File: config.mk
export PLATFORM = sky130hd
export DESIGN_NAME = key_rs_gen
export DESIGN_NICKNAME = d
export VERILOG_FILES = /design/src/rtl/key_rs_gen_pkg.sv /design/src/rtl/key_rs_gen_debounce.sv /design/src/rtl/key_rs_gen.sv
export SDC_FILE = /design/constraint.sdc
export NUM_CORES = 1
export LEC_CHECK = 0
export CAP_MARGIN = 20
export CORE_MARGIN = 2
export CORE_UTILIZATION = 36
export CTS_CLUSTER_DIAMETER = 200
export DETAILED_ROUTE_END_ITERATION = 8
export GPL_TIMING_DRIVEN = 0
export MAX_ROUTING_LAYER = met4
export PLACE_DENSITY_LB_ADDON = 0.12
export SYNTH_ARGS = -nofsm -noshare
export SYNTH_HDL_FRONTEND = slang
export SYNTH_SLANG_ARGS = --single-unit
File: constraint.sdc
create_clock -name clk -period 2.2 [get_ports clk]
set_input_delay 0.44 -clock clk [delete_from_list [all_inputs] [get_ports clk]]
set_output_delay 0.44 -clock clk [all_outputs]
set_load 0.02 [all_outputs]
File: src/rtl/key_rs_gen_pkg.sv
// Shared constants for the key-to-RS-pulse front end: key polarity helpers
// and default debounce timing for the 12 MHz board clock.
package key_rs_gen_pkg;

    localparam int unsigned DEF_CNT_MAX     = 240000;   // 20 ms at 12 MHz
    localparam int unsigned DEF_CNT_W       = 18;
    localparam bit          DEF_KEY_ACT_LOW = 1'b1;

    // Raw key level when pressed / released for a given polarity.
    function automatic logic key_pressed_lvl(input bit act_low);
        return ~act_low;
    endfunction

    function automatic logic key_released_lvl(input bit act_low);
        return act_low;
    endfunction

    localparam logic KEY_PRESSED  = key_pressed_lvl(DEF_KEY_ACT_LOW);
    localparam logic KEY_RELEASED = key_released_lvl(DEF_KEY_ACT_LOW);

endpackage

File: src/rtl/key_rs_gen_debounce.sv
// One push-button: 2-FF synchroniser, stability counter, debounced level
// and a registered one-cycle press pulse.
module key_debounce
    import key_rs_gen_pkg::*;
#(
    parameter int unsigned CNT_MAX     = DEF_CNT_MAX,
    parameter int unsigned CNT_W       = DEF_CNT_W,
    parameter bit          KEY_ACT_LOW = DEF_KEY_ACT_LOW
) (
    input  logic clk,
    input  logic rst,
    input  logic key,
    output logic lvl,
    output logic press
);

    localparam logic             REL      = key_released_lvl(KEY_ACT_LOW);
    localparam logic [CNT_W-1:0] CNT_LAST = CNT_W'(CNT_MAX - 1);

    if (CNT_MAX < 2) begin : g_bad_cnt_max
        $error("key_debounce: CNT_MAX must be at least 2");
    end
    if ((64'd1 << CNT_W) <= 64'(CNT_MAX)) begin : g_bad_cnt_w
        $error("key_debounce: CNT_W too small for CNT_MAX");
    end

    logic             sync1;
    logic             sync2;
    logic             stable;
    logic             stable_d;
    logic [CNT_W-1:0] cnt;

    always_ff @(posedge clk) begin
        if (rst) begin
            sync1    <= REL;
            sync2    <= REL;
            stable   <= REL;
            stable_d <= REL;
            cnt      <= '0;
            press    <= 1'b0;
        end else begin
            sync1    <= key;
            sync2    <= sync1;
            stable_d <= stable;
            press    <= (stable != REL) && (stable_d == REL);
            // Counter only ever reaches CNT_LAST, so equality is the full test.
            if (sync2 == stable) begin
                cnt <= '0;
            end else if (cnt == CNT_LAST) begin
                stable <= sync2;
                cnt    <= '0;
            end else begin
                cnt <= cnt + CNT_W'(1);
            end
        end
    end

    // Delayed copy keeps the level aligned with the press pulse.
    assign lvl = (stable_d != REL);

endmodule

File: src/rtl/key_rs_gen.sv
// SET/RESET push-buttons to clean, mutually exclusive one-cycle s/r pulses
// for the board's clocked RS flip-flop.
module key_rs_gen
    import key_rs_gen_pkg::*;
#(
    parameter int unsigned CNT_MAX     = DEF_CNT_MAX,
    parameter int unsigned CNT_W       = DEF_CNT_W,
    parameter bit          KEY_ACT_LOW = DEF_KEY_ACT_LOW
) (
    input  logic       clk,
    input  logic       rst,
    input  logic       key_set,
    input  logic       key_rst,
    output logic       s,
    output logic       r,
    output logic [1:0] key_lvl
);

    logic press_set;
    logic press_rst;
    logic lvl_set;
    logic lvl_rst;

    key_debounce #(
        .CNT_MAX     (CNT_MAX),
        .CNT_W       (CNT_W),
        .KEY_ACT_LOW (KEY_ACT_LOW)
    ) u_set (
        .clk   (clk),
        .rst   (rst),
        .key   (key_set),
        .lvl   (lvl_set),
        .press (press_set)
    );

    key_debounce #(
        .CNT_MAX     (CNT_MAX),
        .CNT_W       (CNT_W),
        .KEY_ACT_LOW (KEY_ACT_LOW)
    ) u_rst (
        .clk   (clk),
        .rst   (rst),
        .key   (key_rst),
        .lvl   (lvl_rst),
        .press (press_rst)
    );

    // A press is honoured only when the other key is neither pressing nor held.
    always_ff @(posedge clk) begin
        if (rst) begin
            s <= 1'b0;
            r <= 1'b0;
        end else begin
            s <= press_set & ~press_rst & ~lvl_rst;
            r <= press_rst & ~press_set & ~lvl_set;
        end
    end

    assign key_lvl = {lvl_rst, lvl_set};

endmodule
==> flow_summary.json <==
{
  "status": "finished, final reports clean",
  "netSwitchingFraction_pct": 20.86,
  "initial_core_util_pct": 37.40,
  "clkTransAtPathRegs_ns": 0.10,
  "drc": 0,
  "die_w_um": 79.64,
  "hpwl_mm": 2.599,
  "vias": 1527,
  "die_y_um": 79.64,
  "vias_per_cell": 4.894,
  "io_pins": 8,
  "syn_nets": 230,
  "skew_ns": 0.01311,
  "placedCellCount": 303,
  "netlist.area_leader.share_pct": 46.66,
  "synth_most_common_cell": "dfxtp_1",
  "synth.area.top_cells": "dfxtp_1, xnor2_1, nor2_1",
  "grt_usage_pct": 13.71,
  "max_cap_viol_count": 0,
  "synth_common_cells": "dfxtp_1, nor2_1, xnor2_1",
  "antenna_cells": 0,
  "fmax_mhz": 502.1,
  "max-vdd-ir-drop_mv": 0.2891,
  "cell_internal_pwr_mw": 1.227,
  "cts_tree": "built",
  "grt_max_degree": 17,
  "gp_congestion": 0.7537,
  "drive_above_1_share_pct": 10.83,
  "start_kind": "flop",
  "grt_pass1_vias": 1424,
  "synth_seq_cells": 48,
  "ant_nets": 0,
  "utilization_pct": 42.56,
  "total_power_mw": 1.550,
  "synth_top_area_cell": "dfxtp_1",
  "slew_headroom_pct": 71.58,
  "crit_path_end_kind": "flop",
  "p_switching_mw": 0.3232,
  "synth_flop_cell": "dfxtp_1",
  "clkPwrFrac_pct": 42.0,
  "clk_latency_ns": 0.30,
  "power.share.sequential_pct": 56.5,
  "hp-class": "reg -> reg",
  "fill_cells": 568,
  "setup_viol": 0,
  "cts_root_buf": "clkbuf_8",
  "tns_ns": 0,
  "min_period_ns": 1.992,
  "required_ns": 2.39,
  "ys_async_sr_fraction_pct": 0,
  "power.density_mw_per_mm2": 661.3,
  "portBuffers": 7,
  "cts_made_buffers": 5,
  "cts_hold_repair.buffers": 0,
  "p_leak_nw": 0.7091,
  "worst-setup-path-type": "reg -> reg",
  "antenna_found_initial": 0,
  "syn_area_per_cell_um2": 9.194,
  "dr.pass1.iters": 4,
  "syn_to_final_growth_pct": 13.79,
  "finalHoldViolCount": 0,
  "worstMarginPinSlew_ns": 0.4224,
  "layoutNonFillerInstCount": 312,
  "grt_pass1_wl_mm": 6.561,
  "p_comb_share_pct": 1.5,
  "cts_max_level": 2,
  "synth_cell_types": 36,
  "design.core.area_mm2": 0.005507,
  "ys_warn_count": 0,
  "finalWirelength_mm": 3.632,
  "overflow": 0,
  "syn_inst": 224,
  "routedWlPerCell_um": 11.64,
  "yosysSeqAreaShare_pct": 46.66,
  "netlist_area_mm2": 0.002059,
  "clk_path_buf_depth": 2,
  "crit_fanout": 10,
  "rows": 27,
  "cts.sinks": 48,
  "slew_viol_final": 0,
  "cp.arrival_ns": 2.18,
  "drt-initial-drc-count": 50,
  "fin_nets": 245,
  "die_area_mm2": 0.006342,
  "rsz0062_at_grt": "no",
  "post-route-period-util_pct": 90.53,
  "synth_edf_count": 0
}
==> final timing paths <==
kind | startpoint | end | slack [ns] | depth (start not counted)
setup reg to reg | u_set.cnt[0] | u_set.cnt[11] | 0.21 | 6
hold / removal | u_rst.sync1 | u_rst.sync2 | 0.41 | 1
setup / recovery | u_set.cnt[0] | u_set.cnt[11] | 0.21 | 6
hold reg to reg | u_rst.sync1 | u_rst.sync2 | 0.41 | 1
==> power groups by stage <==
stage / clock [mW] / sequential, mW / combinational [mW]
floorplan: 0 / 0.895 / 0.0134
global placement: 0 / 0.896 / 0.0237
detailed placement: 0 / 0.895 / 0.0234
CTS: 0.684 / 0.875 / 0.0235
global route: 0.721 / 0.876 / 0.0265
finish: 0.651 / 0.875 / 0.0235
==> cells by family (layout without fill, tap and decap cells) <==
family,after synthesis,after routing,share of synthesized area (%)
mux,1,1,0.4860
simple gates,117,117,30.98
compound gates,9,9,3.828
fa+ha+maj,2,2,1.215
xor+xnor,31,31,13.18
flops,48,48,46.66
buf+inv,16,32,3.645
==> registers in the layout (all words and copies together), names as in the netlist <==
signal,count
u_set.sync2,1
u_set.sync1,1
u_rst.sync2,1
u_rst.sync1,1
u_set.stable,1
u_rst.stable,1
u_set.stable_d,1
u_set.press,1
r,1
u_set.cnt,18
u_rst.press,1
u_rst.cnt,18
s,1
u_rst.stable_d,1
==> timing repair <==
action	CTS	global route
setup endpoints to repair	0	20
buffers inserted	0	1
resized for setup	0	0
==> critical path: stages (launching register included) <==
cell and delay, ns:
dfxtp_1 0.38, ha_1 0.21, nand3_2 0.21, or4_4 0.63, o21ai_4 0.19, buf_4 0.20
nor2_1 0.06
==> placed cells by master, fill, tap and decap left out, types with 3 or more instances in the layout <==
cell	count
a21oi_1	3
clkdlybuf4s50_1	7
clkbuf_8	5
dfxtp_1	48
nor4b_1	4
nor4_1	10
buf_4	4
nand3_1	15
nor3_1	7
or2_2	4
nand2_1	7
nand4_1	12
xor2_1	10
or4_1	3
and4_1	3
inv_1	8
nor2_1	40
xnor2_1	21
==> through the flow <==
stage / instance area [um^2] / setup WS, ns / hold slack (ns)
floorplan: 2059 / 0.3583 / 0.3895
global placement: 2220 / 0.07481 / 0.3988
detailed placement: 2220 / 0.08200 / 0.3976
CTS: 2336 / 0.05395 / 0.4227
global route: 2344 / 0.02465 / 0.4250
finish: 2344 / 0.2083 / 0.4131
==> per-layer routing <==
layer  wire (um)  track usage [%]
met1        1824            17.42
met2        1613            20.34
met3         123            3.733
met4          70            6.207
met5           0                -
==> cell type report <==
type,instances,area (um^2),area share (%)
multi-input cells,160,1023,43.67
flip-flops and latches,48,960.9,41.00
well taps,72,90.09,3.844
repair buffers,8,77.57,3.310
clock buffers,5,68.82,2.936
clock inverters,3,47.55,2.029
plain buffers,8,45.04,1.922
inverters,8,30.03,1.281
(Power assumes the default switching activity.)
